===== src/rtl/dm_store_ctrl.sv =====
`timescale 1ns/1ps
// Sub-word store controller: SW writes directly, SB/SH do read-merge-write on a
// word-wide memory; misaligned or reserved stores are rejected with a pulse.
module dm_store_ctrl (
  input  logic        clk,
  input  logic        rst,
  input  logic        st_req,
  input  logic [1:0]  st_op,
  input  logic [31:0] st_addr,
  input  logic [31:0] st_wdata,
  output logic [31:0] mem_addr,
  output logic        mem_re,
  input  logic [31:0] mem_rdata,
  output logic        mem_we,
  output logic [31:0] mem_wdata,
  output logic        st_busy,
  output logic        st_done,
  output logic        st_err
);

  localparam int unsigned AW  = 32;
  localparam int unsigned DW  = 32;
  localparam int unsigned OPW = 2;

  localparam logic [OPW-1:0] OP_SB  = 2'b00;
  localparam logic [OPW-1:0] OP_SH  = 2'b01;
  localparam logic [OPW-1:0] OP_SW  = 2'b10;
  localparam logic [OPW-1:0] OP_RSV = 2'b11;

  typedef enum logic [2:0] {
    S_IDLE = 3'd0,
    S_RD   = 3'd1,
    S_MRG  = 3'd2,
    S_WR   = 3'd3,
    S_DONE = 3'd4,
    S_ERR  = 3'd5
  } state_e;

  state_e         state_q, state_d;
  logic [OPW-1:0] op_q, op_d;
  logic [AW-1:0]  addr_q, addr_d;
  logic [DW-1:0]  data_q, data_d;
  logic [DW-1:0]  mem_wdata_q, mem_wdata_d;
  logic           mem_re_q, mem_re_d;
  logic           mem_we_q, mem_we_d;
  logic           busy_q, busy_d;
  logic           done_q, done_d;
  logic           err_q, err_d;
  logic           reject;
  logic [DW-1:0]  merged;

  assign reject = (st_op == OP_RSV)
               || ((st_op == OP_SH) && st_addr[0])
               || ((st_op == OP_SW) && (st_addr[1:0] != 2'b00));

  // Overlay the captured store data onto the returned word, little-endian lanes.
  always_comb begin
    merged = mem_rdata;
    case (op_q)
      OP_SB: begin
        case (addr_q[1:0])
          2'd0:    merged[7:0]   = data_q[7:0];
          2'd1:    merged[15:8]  = data_q[7:0];
          2'd2:    merged[23:16] = data_q[7:0];
          default: merged[31:24] = data_q[7:0];
        endcase
      end
      OP_SH: begin
        if (addr_q[1]) merged[31:16] = data_q[15:0];
        else           merged[15:0]  = data_q[15:0];
      end
      default: merged = data_q;
    endcase
  end

  always_comb begin
    state_d     = state_q;
    op_d        = op_q;
    addr_d      = addr_q;
    data_d      = data_q;
    mem_wdata_d = mem_wdata_q;
    case (state_q)
      S_IDLE: begin
        if (st_req) begin
          op_d        = st_op;
          addr_d      = st_addr;
          data_d      = st_wdata;
          mem_wdata_d = st_wdata;
          if (reject)               state_d = S_ERR;
          else if (st_op == OP_SW)  state_d = S_WR;
          else                      state_d = S_RD;
        end
      end
      S_RD:   state_d = S_MRG;
      S_MRG: begin
        mem_wdata_d = merged;
        state_d     = S_WR;
      end
      S_WR:   state_d = S_DONE;
      S_DONE: state_d = S_IDLE;
      S_ERR:  state_d = S_IDLE;
      default: state_d = S_IDLE;
    endcase
    // Strobes are registered from the state being entered.
    mem_re_d = (state_d == S_RD);
    mem_we_d = (state_d == S_WR);
    busy_d   = (state_d != S_IDLE);
    done_d   = (state_d == S_DONE);
    err_d    = (state_d == S_ERR);
  end

  always_ff @(posedge clk or posedge rst) begin
    if (rst) begin
      state_q     <= S_IDLE;
      op_q        <= '0;
      addr_q      <= '0;
      data_q      <= '0;
      mem_wdata_q <= '0;
      mem_re_q    <= 1'b0;
      mem_we_q    <= 1'b0;
      busy_q      <= 1'b0;
      done_q      <= 1'b0;
      err_q       <= 1'b0;
    end else begin
      state_q     <= state_d;
      op_q        <= op_d;
      addr_q      <= addr_d;
      data_q      <= data_d;
      mem_wdata_q <= mem_wdata_d;
      mem_re_q    <= mem_re_d;
      mem_we_q    <= mem_we_d;
      busy_q      <= busy_d;
      done_q      <= done_d;
      err_q       <= err_d;
    end
  end

  assign mem_addr  = {addr_q[AW-1:2], 2'b00};
  assign mem_wdata = mem_wdata_q;
  assign mem_re    = mem_re_q;
  assign mem_we    = mem_we_q;
  assign st_busy   = busy_q;
  assign st_done   = done_q;
  assign st_err    = err_q;

endmodule


===== config.mk =====
export PLATFORM = sky130hd
export DESIGN_NAME = dm_store_ctrl
export DESIGN_NICKNAME = d
export VERILOG_FILES = /design/src/rtl/dm_store_ctrl.sv
export SDC_FILE = /design/constraint.sdc
export NUM_CORES = 1
export LEC_CHECK = 0
export ABC_AREA = 0
export BUFFER_PORTS_ARGS = -buffer_cell sky130_fd_sc_hd__buf_4
export CAP_MARGIN = 20
export CORE_UTILIZATION = 50
export DETAILED_ROUTE_END_ITERATION = 6
export GPL_TIMING_DRIVEN = 0
export PLACE_DENSITY_LB_ADDON = 0.15
export REMOVE_ABC_BUFFERS = 1
export SYNTH_ARGS = -nofsm -noshare
export SYNTH_HDL_FRONTEND = slang
export SYNTH_SLANG_ARGS = --single-unit

===== constraint.sdc =====
create_clock -name clk -period 7.42 [get_ports clk]
set_input_delay 2.226 -clock clk [delete_from_list [all_inputs] [get_ports clk]]
set_output_delay 2.226 -clock clk [all_outputs]
set_load 0.01 [all_outputs]

==> results.py <==
metrics = {
    "sta": {
        "finalCritPeriodShare_pct": 46.7,
        "slew_violations": 0,
        "setup_tns_ps": 0,
        "finalSetupViolations": 0,
        "period_needed_ps": 3460,
        "fmax_ghz": 0.289,
        "worstMarginPinSlew_ps": 1020,
        "hold_viol_final": 0,
        "finalClockSkew_ps": 16.4,
        "slew_headroom_pct": 32.2,
        "rsz0062_at_grt": "no",
    },
    "synth": {
        "synth_warnings": 0,
        "synth.largest_area_cell": "dfrtp_1",
        "synth.distinct_cells": 45,
        "netlist_instances": 551,
        "synth.top_cells.by_area": "dfrtp_1 53%, nand2_1 16%, buf_4 4.9%, a21oi_1 2.8%, mux2i_1 2.6%",
        "syn_avg_cell_area_um2": 9.14,
        "ys_async_sr_fraction_pct": 100,
        "synth_top_cell_area_share_pct": 52.7,
        "synth-seq-cells": 106,
        "syn-cell-area_um2": 5040,
        "synth_edf_count": 0,
        "synth_seq_area_share_pct": 52.7,
        "ys.flop_type": "dfrtp_1",
    },
    "power": {
        "cellPowerDensity_nw_per_um2": 427,
        "p_leak_nw": 3.26,
        "max-vdd-ir-drop_uv": 199,
    },
    "worst_setup_path": {
        "crit_path_end_kind": "register",
        "crit_path_cell_trace": "buf_4 > nand3b_1 > buf_8 > buf_8 > o22ai_1 > a21oi_1",
        "cp_max_fo": 23,
        "path_common_cell": "buf_8",
        "cp.required_ps": 7670,
        "slowest_delay_ps": 570,
        "start_kind": "input port",
        "cpMaxStageDelayCell": "nand3b_1",
        "crit_type": "in -> reg",
        "arrival_ps": 3720,
    },
    "global_routing": {
        "grt_max_degree": 57,
        "gr-usage-met3_pct": 8.07,
        "top_usage_layer": "met2",
        "use_met2_pct": 43.1,
        "grt_pass1_wl_um": 20800,
        "antenna_found_initial": 0,
        "grt_pass1_vias": 4286,
        "use_met1_pct": 33.7,
        "overflow": 0,
        "grt_usage_pct": 26.2,
    },
    "clock_tree": {
        "clk-insertion-delay-late_ps": 380,
        "ctsResizeCount": 0,
        "cts.htree.levels": 3,
        "clk_pin_slew_worst_paths_ps": 110,
        "cts_setup_buffers": 0,
        "cts_tree": "done",
        "clock_path_buffers": 2,
        "cts_hold_buf": 0,
        "cts_inserted_buffers": 9,
        "clock-sinks": 106,
        "clockRootBuffer": "clkbuf_8",
    },
    "die": {
        "coreArea_um2": 9770,
        "rows": 36,
        "initial_utilization_pct": 51.5,
        "fp.dieW_um": 102,
        "io_pins": 170,
        "die-area_um2": 10500,
        "fp.dieH_um": 102,
    },
    "place": {
        "gp_congestion": 0.822,
        "place_hpwl_um": 9430,
        "port_buffers": 167,
        "dp_cells": 798,
    },
    "route": {
        "vias_per_cell": 5.34,
        "ant_nets": 0,
        "drc": 0,
        "drt_iter0_drc": 167,
        "wl_per_cell_um": 16.0,
        "firstDrtPassIters": 5,
        "num_vias": 4354,
        "wirelength_um": 13000,
    },
    "cells_and_area": {
        "layout_commonest_cell": "nand2_1",
        "drive_above_1_share_pct": 30.1,
        "n_antenna_cell": 0,
        "layout_common_cells": "221 x nand2_1, 167 x buf_4, 106 x dfrtp_1",
        "n_fill_cell": 851,
        "layout.cells.non_filler": 815,
        "area_delta_synth_final_pct": 27.4,
        "fin_nets": 778,
    },
    "hold_path": {
        "holdCritPathClass": "reg -> reg",
    },
    "status": {
        "outcome": "completed",
    },
    "run": {
        "max_cap_viol_count": 0,
    },
}
[critical path: cells and delay by family]
kind                   cells  cell delay, ps
AO/OA/AOI/OAI              2             210
buffers and inverters      3             690
AND/OR/NAND/NOR            1             570
[kinds of logic after synthesis]
| logic type | share of synthesized area (%) |
|---|---|
| multiplexers | 3.48 |
| AO/OA/AOI/OAI | 14.4 |
| flip-flops | 52.7 |
| buffers and inverters | 8.05 |
| AND/OR/NAND/NOR | 21.4 |
| other | 0.0744 |
[Yosys cell counts, types with 3 or more instances]
cell,number
o31ai_1,6
inv_1,4
buf_4,33
nand2_1,221
a221oi_1,12
a221oi_2,7
nand2b_1,3
mux2i_1,13
nor3_1,6
nor2_1,13
clkbuf_1,11
buf_2,12
o21bai_1,6
buf_6,3
dfrtp_1,106
o22ai_1,19
a21oi_1,28
and3_1,3
mux2_2,4
o211ai_1,4
nor3b_1,4
a2111oi_0,3
o21ai_0,3
[flip-flops by register name, indices dropped and copies added, names as in the netlist]
name and flops:
st_busy 1, mem_re 1, st_err 1, state_q 3
st_done 1, addr_q 32, mem_we 1, op_q 2
data_q 32, mem_wdata 32
[where the power goes]
part           internal, mW  switching (mW)  total [mW]  leakage, nW
logic                 0.590           0.685        1.28         1.87
registers             0.857           0.243        1.10         1.29
clock network         0.161           0.202       0.362        0.102
total                  1.61            1.13        2.74         3.26
[metal layers]
metal	vias to the layer above	share of wire (%)
met3	18	8.5
met1	2083	41
met2	179	48
met5	-	0
li1	2074	-
met4	0	1.8
[per-stage QoR]
stage	hold slack (ps)	power, mW	util (%)	area (um^2)	setup WS [ps]
after CTS	491	2.74	65.4	6390	3970
final	488	2.74	65.6	6420	3960
after global placement	457	2.31	62.1	6070	1130
after global routing	513	2.96	65.6	6420	3760
after detailed placement	463	2.38	63.3	6190	3560
after floorplan	441	1.78	-	4650	2410
[worst paths after layout]
| kind | start | endpoint | slack [ps] | depth (start not counted) |
|---|---|---|---|---|
| setup / recovery | st_req | mem_wdata[23]$_DFFE_PP0P_ | 3960 | 6 |
| hold / removal | addr_q[20]$_DFFE_PP0P_ | addr_q[20]$_DFFE_PP0P_ | 490 | 2 |
| setup reg to reg | state_q[0]$_DFF_PP0_ | addr_q[30]$_DFFE_PP0P_ | 5110 | 6 |
| hold reg to reg | addr_q[20]$_DFFE_PP0P_ | addr_q[20]$_DFFE_PP0P_ | 490 | 2 |
| max in group asynchronous | rst | mem_wdata[15]$_DFFE_PP0P_ | 4740 | 3 |
| min in group asynchronous | rst | addr_q[6]$_DFFE_PP0P_ | 1960 | 2 |
[final cells by class]
| type | instances | area (um^2) | share of cell area, % |
|---|---|---|---|
| Clock buffer | 10 | 128 | 1.99 |
| Clock inverter | 6 | 70.1 | 1.09 |
| Inverter | 4 | 17.5 | 0.273 |
| Multi-Input combinational cell | 381 | 1980 | 30.9 |
| Sequential cell | 106 | 2650 | 41.3 |
| Tap cell | 133 | 166 | 2.59 |
| Timing Repair Buffer | 175 | 1400 | 21.8 |
(Power assumes the default switching activity.)
